==> src/rtl/mod_type_detect_pkg.sv <==
// Shared encodings for the modulation-type detector: reported signal types,
// FSM states and the width of the hysteresis agree counter.
package mod_type_detect_pkg;

  typedef enum logic [1:0] {
    TYPE_NONE = 2'd0,
    TYPE_AM   = 2'd1,
    TYPE_ASK  = 2'd2
  } sig_type_t;

  typedef enum logic [1:0] {
    ST_IDLE   = 2'd0,
    ST_ACC    = 2'd1,
    ST_DECIDE = 2'd2
  } state_t;

  localparam int AGREE_W = 4;

endpackage

==> src/rtl/mod_type_detect_if.sv <==
// Sample/threshold inputs and classification results of mod_type_detect.
interface mod_type_detect_if
  import mod_type_detect_pkg::*;
#(
  parameter int DW = 10,
  parameter int CW = 16
);
  logic            en;
  logic [DW-1:0]   ad_data;
  logic [CW-1:0]   win_len;
  logic [DW-1:0]   low_thr;
  logic [CW-1:0]   ask_thr;
  logic [DW-1:0]   sig_thr;
  sig_type_t       sig_type;
  logic            type_valid;
  logic            am_en;
  logic            ask_en;
  logic            win_done;
  logic [DW-1:0]   win_max;
  logic [DW-1:0]   win_min;
  logic [CW-1:0]   win_low_cnt;

  modport master (
    output en, ad_data, win_len, low_thr, ask_thr, sig_thr,
    input  sig_type, type_valid, am_en, ask_en, win_done, win_max, win_min, win_low_cnt
  );

  modport slave (
    input  en, ad_data, win_len, low_thr, ask_thr, sig_thr,
    output sig_type, type_valid, am_en, ask_en, win_done, win_max, win_min, win_low_cnt
  );
endinterface

==> src/rtl/mod_type_detect_win_stats.sv <==
// Per-window accumulator: running max/min and a saturating low-level point count.
module mod_type_detect_win_stats #(
  parameter int DW = 10,
  parameter int CW = 16
) (
  input  logic          clk,
  input  logic          rst,
  input  logic          load,
  input  logic          update,
  input  logic [DW-1:0] sample,
  input  logic [DW-1:0] low_thr,
  output logic [DW-1:0] run_max,
  output logic [DW-1:0] run_min,
  output logic [CW-1:0] run_low
);
  logic [DW-1:0] max_reg;
  logic [DW-1:0] min_reg;
  logic [CW-1:0] low_reg;
  logic          is_low;

  assign is_low = (sample < low_thr);

  always_ff @(posedge clk or posedge rst) begin
    if (rst) begin
      max_reg <= '0;
      min_reg <= '0;
      low_reg <= '0;
    end else if (load) begin
      max_reg <= sample;
      min_reg <= sample;
      low_reg <= CW'(is_low);
    end else if (update) begin
      if (sample > max_reg) max_reg <= sample;
      if (sample < min_reg) min_reg <= sample;
      if (is_low && (low_reg != '1)) low_reg <= low_reg + CW'(1);
    end
  end

  assign run_max = max_reg;
  assign run_min = min_reg;
  assign run_low = low_reg;

endmodule

==> src/rtl/mod_type_detect.sv <==
// Windowed AM/ASK/NONE classifier with a consecutive-agreement hysteresis
// on the reported type.
module mod_type_detect
  import mod_type_detect_pkg::*;
#(
  parameter int DW      = 10,
  parameter int CW      = 16,
  parameter int CONFIRM = 3
) (
  input  logic            clk,
  input  logic            rst,
  mod_type_detect_if.slave bus
);
  localparam logic [AGREE_W-1:0] CONFIRM_CNT = AGREE_W'(CONFIRM);
  localparam logic [CW-1:0]      MIN_LEN     = CW'(2);

  state_t              state_reg;
  logic [CW-1:0]       eff_len_reg;
  logic [CW-1:0]       cnt_reg;
  sig_type_t           type_reg;
  sig_type_t           cand_reg;
  logic [AGREE_W-1:0]  agree_reg;
  logic                valid_reg;
  logic                am_reg;
  logic                ask_reg;
  logic                done_reg;
  logic [DW-1:0]       win_max_reg;
  logic [DW-1:0]       win_min_reg;
  logic [CW-1:0]       win_low_reg;

  logic [DW-1:0]       run_max;
  logic [DW-1:0]       run_min;
  logic [CW-1:0]       run_low;
  logic                load;
  logic                update;
  logic [CW-1:0]       cnt_inc;
  logic [CW-1:0]       eff_len;
  logic [DW-1:0]       peak;
  sig_type_t           cls;
  logic [AGREE_W-1:0]  agree_inc;
  sig_type_t           type_next;
  sig_type_t           cand_next;
  logic [AGREE_W-1:0]  agree_next;
  logic                valid_next;

  // A window that follows DECIDE starts with cnt_reg==0, so its first ACC
  // clock loads the accumulator instead of merging into the previous window.
  assign load    = bus.en && ((state_reg == ST_IDLE) || (state_reg == ST_ACC && cnt_reg == '0));
  assign update  = bus.en && (state_reg == ST_ACC) && (cnt_reg != '0);
  assign cnt_inc = cnt_reg + CW'(1);
  assign eff_len = (bus.win_len < MIN_LEN) ? MIN_LEN : bus.win_len;
  assign peak    = run_max - run_min;

  mod_type_detect_win_stats #(.DW(DW), .CW(CW)) u_win_stats (
    .clk     (clk),
    .rst     (rst),
    .load    (load),
    .update  (update),
    .sample  (bus.ad_data),
    .low_thr (bus.low_thr),
    .run_max (run_max),
    .run_min (run_min),
    .run_low (run_low)
  );

  always_comb begin
    cls = TYPE_AM;
    if (peak < bus.sig_thr)
      cls = TYPE_NONE;
    else if (run_low > bus.ask_thr)
      cls = TYPE_ASK;
  end

  assign agree_inc = ((cls == cand_reg) && (agree_reg != '0)) ? agree_reg + AGREE_W'(1)
                                                              : AGREE_W'(1);

  // Until the first confirmation every classification, NONE included, is a candidate.
  always_comb begin
    type_next  = type_reg;
    cand_next  = cand_reg;
    agree_next = agree_reg;
    valid_next = valid_reg;
    if (valid_reg && (cls == type_reg)) begin
      agree_next = '0;
    end else begin
      cand_next = cls;
      if (agree_inc == CONFIRM_CNT) begin
        type_next  = cls;
        agree_next = '0;
        valid_next = 1'b1;
      end else begin
        agree_next = agree_inc;
      end
    end
  end

  always_ff @(posedge clk or posedge rst) begin
    if (rst) begin
      state_reg   <= ST_IDLE;
      eff_len_reg <= '0;
      cnt_reg     <= '0;
      type_reg    <= TYPE_NONE;
      cand_reg    <= TYPE_NONE;
      agree_reg   <= '0;
      valid_reg   <= 1'b0;
      am_reg      <= 1'b0;
      ask_reg     <= 1'b0;
      done_reg    <= 1'b0;
      win_max_reg <= '0;
      win_min_reg <= '0;
      win_low_reg <= '0;
    end else begin
      done_reg <= 1'b0;
      case (state_reg)
        ST_IDLE: begin
          type_reg  <= TYPE_NONE;
          cand_reg  <= TYPE_NONE;
          agree_reg <= '0;
          valid_reg <= 1'b0;
          am_reg    <= 1'b0;
          ask_reg   <= 1'b0;
          if (bus.en) begin
            state_reg   <= ST_ACC;
            eff_len_reg <= eff_len;
            cnt_reg     <= CW'(1);
          end
        end
        ST_ACC: begin
          if (!bus.en) begin
            state_reg <= ST_IDLE;
            cnt_reg   <= '0;
            type_reg  <= TYPE_NONE;
            cand_reg  <= TYPE_NONE;
            agree_reg <= '0;
            valid_reg <= 1'b0;
            am_reg    <= 1'b0;
            ask_reg   <= 1'b0;
          end else begin
            cnt_reg <= cnt_inc;
            if (cnt_inc == eff_len_reg) state_reg <= ST_DECIDE;
          end
        end
        ST_DECIDE: begin
          win_max_reg <= run_max;
          win_min_reg <= run_min;
          win_low_reg <= run_low;
          done_reg    <= 1'b1;
          type_reg    <= type_next;
          cand_reg    <= cand_next;
          agree_reg   <= agree_next;
          valid_reg   <= valid_next;
          am_reg      <= valid_next && (type_next == TYPE_AM);
          ask_reg     <= valid_next && (type_next == TYPE_ASK);
          cnt_reg     <= '0;
          if (bus.en) begin
            state_reg   <= ST_ACC;
            eff_len_reg <= eff_len;
          end else begin
            state_reg <= ST_IDLE;
          end
        end
        default: state_reg <= ST_IDLE;
      endcase
    end
  end

  assign bus.sig_type    = type_reg;
  assign bus.type_valid  = valid_reg;
  assign bus.am_en       = am_reg;
  assign bus.ask_en      = ask_reg;
  assign bus.win_done    = done_reg;
  assign bus.win_max     = win_max_reg;
  assign bus.win_min     = win_min_reg;
  assign bus.win_low_cnt = win_low_reg;

endmodule
==> src/flat_wrapper.sv <==
// flat-port wrapper written by rule: the top's interface ports become plain ports
module mod_type_detect_flat import mod_type_detect_pkg::*;
#(
  parameter int DW      = 10,
  parameter int CW      = 16,
  parameter int CONFIRM = 3
)
  (clk, rst, bus_en, bus_ad_data, bus_win_len, bus_low_thr, bus_ask_thr, bus_sig_thr, bus_sig_type, bus_type_valid, bus_am_en, bus_ask_en, bus_win_done, bus_win_max, bus_win_min, bus_win_low_cnt);
  mod_type_detect_if #(.DW(DW), .CW(CW)) bus_i ();
  input  logic clk;
  input  logic rst;
  input wire logic [$bits(bus_i.en)-1:0] bus_en;
  input wire logic [$bits(bus_i.ad_data)-1:0] bus_ad_data;
  input wire logic [$bits(bus_i.win_len)-1:0] bus_win_len;
  input wire logic [$bits(bus_i.low_thr)-1:0] bus_low_thr;
  input wire logic [$bits(bus_i.ask_thr)-1:0] bus_ask_thr;
  input wire logic [$bits(bus_i.sig_thr)-1:0] bus_sig_thr;
  output wire logic [$bits(bus_i.sig_type)-1:0] bus_sig_type;
  output wire logic [$bits(bus_i.type_valid)-1:0] bus_type_valid;
  output wire logic [$bits(bus_i.am_en)-1:0] bus_am_en;
  output wire logic [$bits(bus_i.ask_en)-1:0] bus_ask_en;
  output wire logic [$bits(bus_i.win_done)-1:0] bus_win_done;
  output wire logic [$bits(bus_i.win_max)-1:0] bus_win_max;
  output wire logic [$bits(bus_i.win_min)-1:0] bus_win_min;
  output wire logic [$bits(bus_i.win_low_cnt)-1:0] bus_win_low_cnt;
  assign bus_i.en = bus_en;
  assign bus_i.ad_data = bus_ad_data;
  assign bus_i.win_len = bus_win_len;
  assign bus_i.low_thr = bus_low_thr;
  assign bus_i.ask_thr = bus_ask_thr;
  assign bus_i.sig_thr = bus_sig_thr;
  assign bus_sig_type = bus_i.sig_type;
  assign bus_type_valid = bus_i.type_valid;
  assign bus_am_en = bus_i.am_en;
  assign bus_ask_en = bus_i.ask_en;
  assign bus_win_done = bus_i.win_done;
  assign bus_win_max = bus_i.win_max;
  assign bus_win_min = bus_i.win_min;
  assign bus_win_low_cnt = bus_i.win_low_cnt;
  mod_type_detect #(.DW(DW), .CW(CW), .CONFIRM(CONFIRM)) u_core (.clk(clk), .rst(rst), .bus(bus_i));
endmodule
==> config.mk <==
export PLATFORM = sky130hd
export DESIGN_NAME = mod_type_detect_flat
export DESIGN_NICKNAME = d
export VERILOG_FILES = /design/src/rtl/mod_type_detect_pkg.sv /design/src/rtl/mod_type_detect_if.sv /design/src/rtl/mod_type_detect_win_stats.sv /design/src/rtl/mod_type_detect.sv /design/src/flat_wrapper.sv
export SDC_FILE = /design/constraint.sdc
export NUM_CORES = 1
export LEC_CHECK = 0
export CORE_ASPECT_RATIO = 1.1
export CORE_MARGIN = 2
export CORE_UTILIZATION = 45
export CTS_BUF_LIST = sky130_fd_sc_hd__clkbuf_2
export CTS_CLUSTER_DIAMETER = 40
export DETAILED_ROUTE_END_ITERATION = 6
export PLACE_DENSITY_LB_ADDON = 0.25
export SLEW_MARGIN = 40
export SYNTH_ARGS = -nofsm -noshare
export SYNTH_HDL_FRONTEND = slang
export SYNTH_SLANG_ARGS = --single-unit
==> constraint.sdc <==
create_clock -name clk -period 12.55 [get_ports clk]
set_clock_uncertainty 0.15 [all_clocks]
set_input_delay 3.1375 -clock clk [delete_from_list [all_inputs] [get_ports clk]]
set_output_delay 3.1375 -clock clk [all_outputs]
set_load 0.01 [all_outputs]
Word-level counts from Yosys, hierarchy flattened. Cells that the tools add are included.

Bits in registers: 118. Output and inout port bits: 42. Word-level logic and storage cells: 105.

$add $sub $neg: 4. $lt $le $gt $ge: 6. Eq/ne operators: 13. Mux-type cells: 38. Reduce and logical (&&, ||, !) cells: 28.

Operators by type and width (number): 16-bit 2-to-1 mux (6); 10-bit 2-to-1 mux (6); 16-bit case mux with 3 select lines (1); 16-bit by 1-bit adder with 16-bit output (second input constant) (2); 10-bit less-than comparator (3); 2-bit 2-to-1 mux (9); 2-bit case mux with 3 select lines (3); 16-bit == test (1); 16-bit > comparator (1); 16-bit logical NOT (1); 16-bit by 2-bit less-than comparator with 1-bit output (second input constant) (1); 4-bit 2-to-1 mux (4); 16-bit != test (second input constant) (1); 16-bit nonzero test (1); 2-bit AND reduction (7); 4-bit case mux with 3 select lines (1); 10-bit > comparator (1); 10-bit subtractor (1); 1-bit logical AND (9); 1-bit case mux with 3 select lines (3); 2-bit nonzero test (4); 2-bit != test (second input constant) (3); 1-bit 2-to-1 mux (5); 4-bit by 1-bit adder with 4-bit output (second input constant) (1); other kinds (11) (14).

Depth between registers and ports, before layout.
Depth after elaboration: 12. Gate-level depth with buffers: 22.

By module. Synthesis repeated with hierarchy kept, for this count alone.

Cell total of the unflattened synthesis: 760. Area total of the unflattened synthesis: 7541.0 um^2.

By module, submodules not included: mod_type_detect (instances 1, cells each 523, area each 5191.2 um^2); mod_type_detect_win_stats (instances 1, cells each 237, area each 2349.8 um^2).

Worst setup path before layout. No wires, ideal clock.

Path kind: input -> register. Start: input port bus_ask_thr[14]. End: register u_core.ask_reg (netlist: u_core.bus.ask_en). Setup time: 0.121 ns. Data arrival time: 5.486 ns. Setup slack: 6.793 ns. Stages: 11. Cells stage by stage: inv_1 > ha_1 > a21oi_1 > nand2_1 > a221oi_2 > a31oi_2 > or4b_4 > a211oi_4 > nand2_2 > mux2i_4 > a32o_2.

Cells in the longest elaborated chain, start to end: 12. Elaborated cells on any way between the ends: 16.

RTL lines: start, declared (RTL line flat_wrapper.sv:16) `input wire logic [$bits(bus_i.ask_thr)-1:0] bus_ask_thr;`; 16-bit > comparator * (RTL line mod_type_detect.sv:70) `else if (run_low > bus.ask_thr)`; 2-bit 2-to-1 mux * (RTL line mod_type_detect.sv:70); 2-bit 2-to-1 mux * (RTL line mod_type_detect.sv:68) `if (peak < bus.sig_thr)`; 2-bit == test (RTL line mod_type_detect.sv:74) `assign agree_inc = ((cls == cand_reg) && (agree_reg != '0)) ? agree_reg + AGREE_W'(1)`; 1-bit logical AND (RTL line mod_type_detect.sv:74); 4-bit 2-to-1 mux (RTL line mod_type_detect.sv:74); 4-bit by 2-bit == test with 1-bit output (RTL line mod_type_detect.sv:87) `if (agree_inc == CONFIRM_CNT) begin`; 2-bit 2-to-1 mux (RTL line mod_type_detect.sv:87); 2-bit 2-to-1 mux (RTL line mod_type_detect.sv:83) `if (valid_reg && (cls == type_reg)) begin`; 2-bit == test (RTL line mod_type_detect.sv:153) `ask_reg <= valid_next && (type_next == TYPE_ASK);`; 1-bit logical AND * (RTL line mod_type_detect.sv:153); 1-bit case mux with 3 select lines * (RTL line mod_type_detect.sv:114) `case (state_reg)`; end signal, assigned (RTL line mod_type_detect.sv:153); end, declared (RTL line mod_type_detect.sv:25) `logic ask_reg;`.

Every way passes the cells marked *; elsewhere a longest branch is shown, timed or not. A chain may end at the register's enable or synchronous reset.

Final worst setup path.
Start: input port bus_ask_thr[7]. End: register u_core.ask_reg (netlist: u_core.bus.ask_en).

Same word-level chain as after synthesis.

==> results_dict.tcl <==
set metrics [dict create \
    vdd_ir_drop_max_mv 0.0930 \
    timing.rr.end "u_core.bus.ask_en" \
    startpoint "bus_ask_thr[7]" \
    drv_cap 0 \
    n_antenna_cell 0 \
    start_kind "primary input" \
    p_leak_uw 0.00421 \
    endpoint_kind "flop" \
    fin_nets 986 \
    grt_max_degree 68 \
    syn_to_final_growth_pct 20.7 \
    hold_viol 0 \
    hold_path_end "u_core.bus.win_max[1]" \
    timing.final.ws_setup_ns 6.76 \
    drtIter0Drc 302 \
    netlist_instances 743 \
    overflow 0 \
    postCtsResizedCells 0 \
    htree_levels 4 \
    drc 0 \
    reg2reg_depth 20 \
    antenna_found_initial 0 \
    die_y_um 139 \
    fin_tns_setup_ns 0 \
    synth_fp_nets 880 \
    portBuffers 106 \
    critPathMaxFanout 6 \
    fin_crit_ns 5.79 \
    grt_pass1_wl_um 29400 \
    rows 49 \
    hold_class "flop to flop" \
    swShare 0.402 \
    post_cts_buffers 0 \
    n_fill_cell 1470 \
    hpwlAfterDp_um 13200 \
    r2r-start "u_core.u_win_stats.run_min[1]" \
    synth_area_um2 7480 \
    totalWireLength_um 17600 \
    dr.pass1.iters 4 \
    synth_cell_type_count 74 \
    yosys_warnings 0 \
    cts_tree "done" \
    hold_depth 1 \
    fp.dieW_um 127 \
    critical_path_class "primary input to flop" \
    grt_usage 0.206 \
    synth_seq_area_share 0.395 \
    synth_edf_count 0 \
    max-slew-margin-rel 0.448 \
    total_power_uw 1540 \
    min-delay-start "u_core.bus.win_max[1]" \
    path_clk_slew_ns 0.20 \
    ys_async_sr_fraction 1.00 \
    pwr-share-comb 0.479 \
    fin_crit_sh 0.461 \
    start_util 0.459 \
    postRouteAntennaNets 0 \
    final_max_slew_viol_count 0 \
    root_buffer "clkbuf_2" \
    rsz0062_at_grt "false" \
    ctsHoldBuffers 0 \
    setup_viol 0 \
    dieArea_um2 17700 \
    avgRoutedWirePerCell_um 16.5 \
    p_sw_uw 619 \
    grt_pass1_vias 6078 \
    clock_latency_ns 0.73 \
    pwr-share-seq 0.338 \
    routabilityCongestion 0.892 \
    reg2reg_slack_ns 7.32 \
    ys_ff_latch 118 \
    viasPerCell 5.51 \
    cts.path.max_buffers 2 \
    worstMarginPinSlew_ns 0.826 \
    clkSinkCount 118 \
    p_per_area_nw_per_um2 170 \
    p_int_uw 919 \
    vias 5878 \
    cp.required_ns 13.05 \
    cts_buffers 17 \
    drive_gt1_frac 0.158 \
    synth-main-ff-cell "dfrtp_1" \
    timing.fmax_mhz 173 \
    worst_ep_arrival_time_ns 6.29 \
    pre_cts_ws_ns 6.03 \
    status "complete, no violations" \
    clkPwrFrac 0.183 \
    top_level_ports 107 \
    core_area_um2 16300 \
    syn_avg_cell_area_um2 10.1 \
]
## per-layer routing
layer	GRT usage	vias up	part of all wire
li1	-	2856	-
met1	0.252	2894	0.44
met2	0.363	100	0.51
met3	0.0454	28	0.034
met4	0.0619	0	0.016
met5	0	-	0
## area by class of cell
type	instances	area [um2]	area share
multi-input combinational	529	4180	0.463
tap	204	255	0.0283
timing repair buffer	109	1080	0.120
clock inverter	14	184	0.0204
inverter	74	280	0.0310
clock buffer	18	90.1	0.00998
sequential	118	2950	0.327
## power by group through the flow
stage,Clock (uW),Sequential (uW),Combinational [uW]
floorplan,0,499,568
CTS,290,518,740
detailed placement,0,526,735
global route,310,530,836
finish,282,519,736
global placement,0,522,701
## synth_stat cells, types with 12 or more instances
master,number,area share
a21oi_1,28,0.019
mux2_2,69,0.10
nand3_1,12,0.0080
ha_1,71,0.12
inv_1,74,0.037
dfrtp_1,118,0.39
nor2_1,40,0.020
xnor2_1,29,0.034
o21ai_0,38,0.025
clkbuf_1,19,0.0095
a21o_1,15,0.015
xor2_1,12,0.014
nand2_1,61,0.031
## worst max path at each step
stage                           to  slack (ns)  depth (start not counted)
4_1_cts           u_core.bus.am_en        6.83                         12
6_report         u_core.bus.ask_en        6.76                         12
5_1_grt           u_core.bus.am_en        6.69                         12
2_1_floorplan  u_core.agree_reg[0]        6.13                          1
3_5_place_dp      u_core.bus.am_en        6.03                         12
3_3_place_gp     u_core.bus.ask_en        6.20                         12
## critical path: stages
cell and delay (ns):
clkdlybuf4s50_1 0.46, inv_1 0.05, ha_1 0.32, a21oi_1 0.18, o21ai_1 0.13, a221oi_2 0.29
a31oi_2 0.20, or4b_4 0.55, a211oi_4 0.31, nand2_2 0.15, mux2i_4 0.23, a32o_2 0.27
## cells in the final DEF (no fill, tap or decap), types with 8 or more instances in the layout
cell and instances:
o21ai_0 38, dfrtp_1 118, xor2_1 12, clkbuf_2 18
ha_1 70, nor2b_1 8, nand2b_1 8, clkdlybuf4s50_1 106
a21oi_1 27, o211ai_1 10, inv_1 73, nor4_1 9
nor2_1 39, nand3_1 12, nand4_1 10, xnor2_1 29
nand2_1 61, mux2_2 69, a21o_1 15
## metrics by stage
stage | cells | utilization | hold WS, ns | area [um2]
2_1_floorplan | 743 | - | 0.341 | 7480
3_3_place_gp | 1033 | 0.535 | 0.333 | 8730
3_5_place_dp | 1033 | 0.537 | 0.334 | 8750
4_1_cts | 1065 | 0.553 | 0.385 | 9020
5_1_grt | 1066 | 0.554 | 0.399 | 9030
6_report | 1066 | 0.554 | 0.378 | 9030
## cell families after synthesis
group / count (synthesis) / share of synthesized area
AND/OR/NAND/NOR: 193 / 0.134
AO/OA/AOI/OAI: 150 / 0.142
flip-flops: 118 / 0.395
buffers and inverters: 96 / 0.0487
multiplexers: 73 / 0.111
adder cells (fa/ha/maj): 72 / 0.121
XOR/XNOR: 41 / 0.0480
No activity file was read; power rests on OpenSTA's default activity.
